File: config.mk
export PLATFORM = sky130hd
export DESIGN_NAME = rx_edge_sampler
export DESIGN_NICKNAME = d
export VERILOG_FILES = /design/src/rtl/rx_edge_sampler.sv
export SDC_FILE = /design/constraint.sdc
export NUM_CORES = 1
export LEC_CHECK = 0
export ABC_CLOCK_PERIOD_IN_PS = 5000
export CORE_MARGIN = 2
export CORE_UTILIZATION = 28
export DETAILED_ROUTE_END_ITERATION = 16
export PLACE_DENSITY_LB_ADDON = 0.2
export RECOVER_POWER = 50
export SKIP_CTS_REPAIR_TIMING = 1
export SKIP_LAST_GASP = 1
export SLEW_MARGIN = 10
export SYNTH_ARGS = -nofsm -noshare
export SYNTH_HDL_FRONTEND = slang
export SYNTH_SLANG_ARGS = --single-unit
File: constraint.sdc
create_clock -name clk -period 5 [get_ports clk]
set_input_delay 0.5 -clock clk [delete_from_list [all_inputs] [get_ports clk]]
set_output_delay 0.5 -clock clk [all_outputs]
set_load 0.01 [all_outputs]
File: src/rtl/rx_edge_sampler.sv
// Oversampling edge/bit counters with a three-point majority vote around mid-bit.
// Serial input is synchronized; sampled_bit/sample_valid feed the frame checkers.
module rx_edge_sampler #(
    parameter int SYNC_STAGES = 2,
    parameter int PRESCALE_W  = 6
) (
    input  logic                  clk,
    input  logic                  rst,
    input  logic                  rx_in,
    input  logic [PRESCALE_W-1:0] prescale,
    input  logic                  cnt_en,
    input  logic                  sampler_en,
    output logic [PRESCALE_W-1:0] edge_cnt,
    output logic [3:0]            bit_cnt,
    output logic                  sampled_bit,
    output logic                  sample_valid
);

    localparam logic [PRESCALE_W-1:0] PS8  = PRESCALE_W'(8);
    localparam logic [PRESCALE_W-1:0] PS16 = PRESCALE_W'(16);
    localparam logic [PRESCALE_W-1:0] PS32 = PRESCALE_W'(32);
    localparam logic [PRESCALE_W-1:0] ONE  = PRESCALE_W'(1);

    logic [SYNC_STAGES-1:0] sync_q;
    logic                   rx_s;

    logic [PRESCALE_W-1:0]  ps_eff;
    logic [PRESCALE_W-1:0]  ps_last;
    logic [PRESCALE_W-1:0]  win_lo;
    logic [PRESCALE_W-1:0]  win_mid;
    logic [PRESCALE_W-1:0]  win_hi;

    logic [PRESCALE_W-1:0]  edge_q, edge_d;
    logic [3:0]             bit_q, bit_d;
    logic                   s0_q, s0_d;
    logic                   s1_q, s1_d;
    logic                   v0_q, v0_d;
    logic                   v1_q, v1_d;
    logic                   sampled_q, sampled_d;
    logic                   valid_q, valid_d;
    logic                   en;

    always_ff @(posedge clk or negedge rst) begin
        if (!rst) begin
            sync_q <= '1;
        end else if (SYNC_STAGES > 1) begin
            sync_q <= {sync_q[SYNC_STAGES-2:0], rx_in};
        end else begin
            sync_q <= {SYNC_STAGES{rx_in}};
        end
    end

    assign rx_s = sync_q[SYNC_STAGES-1];

    always_comb begin
        ps_eff = PS8;
        if (prescale == PS16 || prescale == PS32) begin
            ps_eff = prescale;
        end
    end

    assign ps_last = ps_eff - ONE;
    assign win_mid = ps_eff >> 1;
    assign win_lo  = win_mid - ONE;
    assign win_hi  = win_mid + ONE;

    // >= rather than == so a count left above a newly shortened prescale still wraps
    always_comb begin
        edge_d = edge_q;
        bit_d  = bit_q;
        if (!cnt_en) begin
            edge_d = '0;
            bit_d  = '0;
        end else if (edge_q >= ps_last) begin
            edge_d = '0;
            bit_d  = bit_q + 4'd1;
        end else begin
            edge_d = edge_q + ONE;
        end
    end

    assign en = cnt_en & sampler_en;

    // v0/v1 track an unbroken window; the third sample is voted as it is captured
    always_comb begin
        s0_d      = s0_q;
        s1_d      = s1_q;
        v0_d      = v0_q;
        v1_d      = v1_q;
        sampled_d = sampled_q;
        valid_d   = 1'b0;
        if (!en) begin
            v0_d = 1'b0;
            v1_d = 1'b0;
        end else if (edge_q == win_lo) begin
            s0_d = rx_s;
            v0_d = 1'b1;
            v1_d = 1'b0;
        end else if (edge_q == win_mid) begin
            s1_d = rx_s;
            v1_d = v0_q;
            v0_d = 1'b0;
        end else if (edge_q == win_hi) begin
            v0_d = 1'b0;
            v1_d = 1'b0;
            if (v1_q) begin
                valid_d   = 1'b1;
                sampled_d = (s0_q & s1_q) | (s0_q & rx_s) | (s1_q & rx_s);
            end
        end
    end

    always_ff @(posedge clk or negedge rst) begin
        if (!rst) begin
            edge_q    <= '0;
            bit_q     <= '0;
            s0_q      <= 1'b1;
            s1_q      <= 1'b1;
            v0_q      <= 1'b0;
            v1_q      <= 1'b0;
            sampled_q <= 1'b1;
            valid_q   <= 1'b0;
        end else begin
            edge_q    <= edge_d;
            bit_q     <= bit_d;
            s0_q      <= s0_d;
            s1_q      <= s1_d;
            v0_q      <= v0_d;
            v1_q      <= v1_d;
            sampled_q <= sampled_d;
            valid_q   <= valid_d;
        end
    end

    assign edge_cnt     = edge_q;
    assign bit_cnt      = bit_q;
    assign sampled_bit  = sampled_q;
    assign sample_valid = valid_q;

endmodule
Word-level counts from Yosys, hierarchy flattened. Cells that the tools add are included.

Flip-flop bits (word level): 18. Input port bits: 11. Output and inout bits: 12. Logic and storage cells: 51.

$add $sub $neg: 5. $lt $le $gt $ge: 1. Equal/unequal tests: 7. Muxes and demuxes: 17. Bitwise operators: 8. Reductions and logical operators: 4.

Operators by type and width (count): $mux 6 (3); $eq 6x6->1 (2); $mux 1 (12); $mux 4 (2); $add 5x1->6 const B (1); $add 6x1->6 const B (1); $eq 6x5->1 (1); $eq 6x5->1 const B (1); $eq 6x6->1 const B (1); $ge 6x6->1 (1); $sub 5x1->6 const B (1); $sub 6x1->6 const B (1); $reduce_and 5->1 (1); $add 4x1->4 const B (1); $and 1x1->1 (4); $ne 4x1->1 const B (1); $reduce_and 3->1 (1); $ne 2x1->1 const B (1); $not 1->1 (2); $or 1x1->1 (2); $reduce_and 2->1 (1); $logic_or 1x1->1 (1).

Depth between registers and ports, before layout. Gate-level depths: netlist (run 1).

Word-level depth: 9. Mapped depth: 9.

Worst setup path after synthesis (run 1). OpenSTA, ideal clock, no wires.

Kind: input -> register. Start: in prescale[1]. End: reg s0_q. Library setup time: 0.085 ns. Arrival time: 2.163 ns. Slack: 2.752 ns. Stages on the path: 6. Path buffers: 0. Cell sequence: or4_4 -> nor2_4 -> xnor3_1 -> a2111oi_4 -> nand3_1 -> mux2_1.

Cells in the longest elaborated chain, start to end: 6. Elaborated cells on any way between the ends: 7.

Ends and longest elaborated chain: from (decl) (RTL line 10) `input logic [PRESCALE_W-1:0] prescale,`; $eq 6x5->1 / $eq 6x6->1 (equally long branches) (RTL line 57) `if (prescale == PS16 || prescale == PS32) begin`; $logic_or 1x1->1 (RTL line 57); $mux 6 (*) (RTL line 57); $sub 5x1->6 (*) (RTL line 64) `assign win_lo = win_mid - ONE;`; $eq 6x6->1 (*) (RTL line 95) `end else if (edge_q == win_lo) begin`; $reduce_and 2->1 (no line) (*); to (signal assigned) (RTL line 117) `s0_q <= 1'b1;`; to (signal assigned) (RTL line 126) `s0_q <= s0_d;`; to (decl) (RTL line 35) `logic s0_q, s0_d;`.

Every way passes the cells marked *; elsewhere a longest branch is shown, timed or not. A chain may end at the register's enable or synchronous reset.

Final worst setup path (run 1). Same ends and word-level chain as after synthesis.

==> results of run 1 <==
[worst max path at each step]
stage,endpoint,from,slack (ps),cells past startpoint
finish,s0_q$_DFFE_PN1P_,prescale[1],2430,7
global route,s0_q$_DFFE_PN1P_,prescale[1],2270,7
CTS,s0_q$_DFFE_PN1P_,prescale[1],2410,7
detailed placement,s0_q$_DFFE_PN1P_,prescale[1],2150,7
global placement,s1_q$_DFFE_PN1P_,prescale[1],2190,7
floorplan,s0_q$_DFFE_PN1P_,prescale[1],2750,6
[registers in the layout, summed over array words and instances, names as in the netlist]
register	count
sampled_bit	1
sample_valid	1
s1_q	1
v0_q	1
s0_q	1
v1_q	1
edge_cnt	6
sync_q	2
bit_cnt	4
[stage by stage]
| step | util | std cells | power [mW] |
|---|---|---|---|
| after floorplan | - | 130 | 0.226 |
| after CTS | 0.370 | 206 | 0.379 |
| after global routing | 0.370 | 206 | 0.398 |
| final | 0.370 | 206 | 0.374 |
| after detailed placement | 0.357 | 202 | 0.260 |
| after global placement | 0.357 | 202 | 0.258 |
[layout make-up]
class	instances	area (um2)
clock buffers	4	55.1
multi-input cells	107	781
repair buffers	22	220
flip-flops and latches	18	457
fillers	440	2710
well taps	52	65.1
inverters	3	11.3
[critical path: cells and delay by family]
family / cells / cell delay [ps]
AO/OA/AOI/OAI: 1 / 350
XOR/XNOR: 1 / 260
buffers and inverters: 1 / 440
multiplexers: 1 / 340
AND/OR/NAND/NOR: 3 / 870
[where the power goes]
group	switching (mW)	internal [mW]	leakage [nW]
Combinational	0.0392	0.0436	0.446
Sequential	0.0126	0.161	0.231
Clock	0.0476	0.0699	0.0288
Total	0.0994	0.275	0.706
[cell usage in the layout (no fill, tap or decap), types with 5 or more instances in the layout]
cell	instances
clkdlybuf4s50_1	16
nand2_1	15
dfrtp_1	13
nor2_1	12
ha_1	11
conb_1	7
nand3_1	6
dlygate4sd3_1	6
xnor2_1	5
nand2b_1	5
mux2i_1	5
dfstp_2	5
[kinds of logic after synthesis]
group                      after synthesis
AOI/OAI and AO/OA                       19
DFF                                     18
xor gates and xnor gates                 9
adders and majority gates               12
buffers and inverters                    5
other                                    2
muxes                                    8
and+or+nand+nor                         52
[layer usage]
| metal | wire length [um] | share of wire | up-vias |
|---|---|---|---|
| met4 | 29 | 0.011 | 0 |
| li1 | - | - | 496 |
| met2 | 1170 | 0.46 | 18 |
| met3 | 109 | 0.043 | 4 |
| met1 | 1240 | 0.49 | 456 |
| met5 | 0 | 0 | - |
==> out/results.ini, run 1 <==
[run_status]
outcome=complete, no violations

[logic_synthesis]
ys_ff_latch=18
synth_area_leaders=dfrtp_1 (26%), ha_1 (11%), dfstp_2 (11%), nand2_1 (4.6%), mux2i_1 (4.0%)
synth.top_cell.area_share=0.263
yosysMostFrequentCell=nand2_1
synth-compound-area-share=0.117
yosys.area.top_type=dfrtp_1
yosys-top-cells-count=nand2_1 (15), dfrtp_1 (13), nor2_1 (12), ha_1 (11), nand3_1 (6)
synth_flop_cell=dfrtp_1
synth_top_family_by_area=simple AND/OR/NAND/NOR gates
synthSimpleGateAreaFrac=0.228
mappedNetlistArea_mm2=0.00124
syn_avg_cell_area_um2=9.90
synth_xor_area_frac=0.0748
synthArstFlopShare=1.00
ys_seq_area_frac=0.369
synth_fa_ha_area_frac=0.119
ys_warn_count=0
synthMuxAreaShare=0.0708
synth-edff-count=0
synthCells=125
synth.distinct_cells=39

[floorplan]
die_w_um=70.5
num_rows=24
initial_core_util=0.288
core-area_mm2=0.00429
die_h_um=70.5
num_io_pins=23
die_area_mm2=0.00497

[cts]
cts_tree=built
cts_buffers=3
worst_skew_pair.late_latency_ps=250
root_buffer=clkbuf_8
clock_path_buffers=2
clkTransAtPathRegs_ps=70
htree_levels=1
cts_num_sinks=18

[critical_path]
cp.required_ps=5180
path_class=input port to flop
ff2ff_path_depth=8
cp_slowest_cell=or4_4
reg2reg_slack_ps=2910
r2r_end=bit_cnt[0]$_DFFE_PN0P_
crit_chain=clkdlybuf4s50_1 > or4_4 > nor2_4 > xnor3_1 > a2111oi_4 > nand3_1 > mux2_1
path_max_fanout=5
start_kind=input port
cp.arrival_ps=2750
max_stage_delay_ps=570
r2r-start=edge_cnt[0]$_DFF_PN0_
endpoint_kind=flop

[routing]
drc=0
dr.pass1.iters=4
wl_per_cell_um=12.3
via_per_inst=4.73
routed_wl_um=2540
num_vias=974
ant_nets=0
drt_iter0_drc=37

[layout]
nNetsFinal=177
diodes=0
area_growth_pct=28.4
final_area_mm2=0.00159
drive_above_1_share=0.104

[place]
pre_cts_ws_ps=2150
hpwlAfterDp_um=1990
gp_congestion=0.726
io_buffers=22
place_area_mm2=0.00153

[grt]
grt.total_usage=0.110
grt_pass1_vias=965
use_met2=0.170
antenna_found_initial=0
overflow=0
grt_pass1_wl_um=4390
grt_max_degree=19
grt_use_met3=0.0231
grt.busiest_layer=met2
grt.met1_usage=0.152

[power]
vdd_drop_max_mv=0.124
p_per_area_mw_per_mm2=235
p_leak_nw=0.706

[timing]
slew-limit-headroom=0.443
tightest_slew_ps=833
slew_viol_final=0
skew_ps=1.73
finalSetupViolations=0
setup_ws_ps=2430
hold_slack_ps=357
fmax_mhz=389
finalHoldViolCount=0
fin_crit_sh=0.514
fin_crit_ps=2570
rsz0062_at_grt=no
fin_tns_setup_ps=0

[worst_hold_path]
hold_path_depth=0
min_from=sync_q[0]$_DFF_PN1_
whs_endpoint=sync_q[1]$_DFF_PN1_
min_path_type=flop to flop

[run]
max_cap_viol_count=0

Power figures use the tool's default switching activity.
==> inputs of run 2 (changes only) <==
Settings changed: ABC_CLOCK_PERIOD_IN_PS 5000 to 2500.
Clock period 5 ns to 2.5 ns, I/O delays scaled along.
==> run 2 against run 1 <==
Cell count grew 0.97%. Count of clock-buffer cells in the layout unchanged. Routed wire length rose by 0.20%. Sequential power rose by 98%. Hold slack is essentially flat. Critical path type unchanged. Critical endpoint is now bit_cnt[1]$_DFFE_PN0P_. Highest routed layer unchanged.
==> out/results.ini, run 2 (synthesized netlist as in run 1, its figures left out) <==
[floorplan]
initial_core_util=0.288  ; unchanged
die_h_um=70.5  ; unchanged
die_w_um=70.5  ; unchanged
core-area_mm2=0.00429  ; unchanged
num_rows=24  ; unchanged
die_area_mm2=0.00497  ; unchanged
num_io_pins=23  ; unchanged

[layout]
area_growth_pct=29.6
layout_common_cells=clkdlybuf4s50_1 (16), nand2_1 (15), dfrtp_1 (13)
largest_reg_flops=6  ; unchanged
diodes=0  ; unchanged
drive_above_1_share=0.115  ; +0.0115
nNetsFinal=179  ; +1.1%
final_common_cell=clkdlybuf4s50_1

[grt]
grt_pass1_vias=1032  ; +6.9%
grt_max_degree=19  ; unchanged
grt_pass1_wl_um=4450  ; +1.4%
overflow=0  ; unchanged
antenna_found_initial=0  ; unchanged
grt.total_usage=0.112  ; +0.00201

[run]
max_cap_viol_count=0  ; unchanged

[routing]
wl_per_cell_um=12.2  ; -0.77%
ant_nets=0  ; unchanged
via_per_inst=4.79  ; +1.4%
routed_wl_um=2550  ; +0.20%
num_vias=997  ; +2.4%
drc=0  ; unchanged
drt_iter0_drc=46  ; +24%
dr.pass1.iters=4  ; unchanged

[power]
p_total_mw=0.756  ; +100%
p_switching_mw=0.203  ; +100%
vdd_drop_max_mv=0.166  ; +34%
p_leak_nw=0.716  ; +1.4%
clockPowerShare=0.317  ; +0.003
p_per_area_mw_per_mm2=471  ; +100%
combPwrFrac=0.229  ; +0.008
pwr-share-seq=0.454  ; -0.010
p_int_mw=0.553  ; +100%
swShare=0.269  ; +0.00311

[critical_path]
cp_slowest_cell=or4_4
path_class=input port to flop
cp.required_ps=2680  ; -2500 ps
endpoint_kind=flop
critical-path-top-delay-family=simple AND/OR/NAND/NOR gates
crit_chain=clkdlybuf4s50_1 > or4_4 > nor2_4 > xor2_1 > ha_1 > a21oi_1 > o21a_1 > mux2i_1
max_stage_delay_ps=570  ; about the same
cp.arrival_ps=2500  ; -250 ps
path_max_fanout=4  ; -1
start_kind=input port
path_buf_inv=1  ; unchanged

[timing]
slew-limit-headroom=0.441  ; -0.00189
setup_ws_ps=174  ; -2250 ps
slew_viol_final=0  ; unchanged
hold_slack_ps=357  ; -0.386 ps
tightest_slew_ps=836  ; +2.82 ps
fin_crit_ps=2330
finalHoldViolCount=0  ; unchanged
fin_crit_sh=0.930
finalSetupViolations=0  ; unchanged
skew_ps=2.16  ; +0.421 ps
rsz0062_at_grt=no
fmax_mhz=430

[cts]
cts_num_sinks=18  ; unchanged
cts_tree=built
worst_skew_pair.late_latency_ps=260  ; about the same
clock_path_buffers=2  ; unchanged
root_buffer=clkbuf_8
htree_levels=1  ; unchanged
clkTransAtPathRegs_ps=70  ; about the same
cts_buffers=3  ; unchanged

[place]
pre_cts_ws_ps=-89.9  ; -2240 ps
io_buffers=22  ; unchanged
gp_congestion=0.729  ; +0.43%
hpwlAfterDp_um=2000  ; +0.66%

[run_status]
outcome=complete, no violations

[worst_hold_path]
min_path_type=flop to flop

[run 2: metrics by stage]
| stage | cell area (um2) | std cells | TNS [ps] | utilization |
|---|---|---|---|---|
| 2_1_floorplan | 1260 | 130 | 0 | - |
| 3_3_place_gp | 1550 | 204 | -179 | 0.361 |
| 3_5_place_dp | 1550 | 204 | -339 | 0.361 |
| 4_1_cts | 1600 | 208 | 0 | 0.374 |
| 5_1_grt | 1600 | 208 | 0 | 0.374 |
| 6_report | 1600 | 208 | 0 | 0.374 |
[run 2: final timing paths]
path / startpoint / endpoint / slack [ps] / depth (start not counted)
setup / recovery: prescale[1] / bit_cnt[1]$_DFFE_PN0P_ / 170 / 8
hold / removal: sync_q[0]$_DFF_PN1_ / sync_q[1]$_DFF_PN1_ / 360 / 0
setup reg to reg: edge_cnt[3]$_DFF_PN0_ / sampled_bit$_DFFE_PN1P_ / 430 / 6
hold reg to reg: sync_q[0]$_DFF_PN1_ / sync_q[1]$_DFF_PN1_ / 360 / 0
max in group asynchronous: rst / bit_cnt[1]$_DFFE_PN0P_ / 1450 / 1
min in group asynchronous: rst / edge_cnt[1]$_DFF_PN0_ / 540 / 1
[run 2: area by class of cell]
cell class / instances / area [um2]
Fill cell: 432 / 2690
Multi-Input combinational cell: 107 / 781
Sequential cell: 18 / 457
Timing Repair Buffer: 24 / 235
Tap cell: 52 / 65.1
Clock buffer: 4 / 55.1
Inverter: 3 / 11.3
[run 2: routing by layer]
metal,routed length (um),track usage,up-vias
li1,-,-,496
met5,0,0,-
met2,1170,0.184,23
met1,1220,0.140,473
met4,50,0.0513,0
met3,113,0.0216,5
[run 2: worst register-to-register path, cell delays in order (launching register included)]
cell and delay [ps]:
dfrtp_1 480, nor4bb_1 340, o211ai_1 190, nor3b_1 230, a21oi_1 110, nor4b_2 330
mux2_4 330
[run 2: power groups by stage]
stage | logic, mW | clock network, mW | registers (mW)
after global placement | 0.171 | 0 | 0.348
after detailed placement | 0.175 | 0 | 0.349
after CTS | 0.175 | 0.250 | 0.344
after global routing | 0.195 | 0.267 | 0.347
after floorplan | 0.104 | 0 | 0.348
final | 0.173 | 0.239 | 0.344
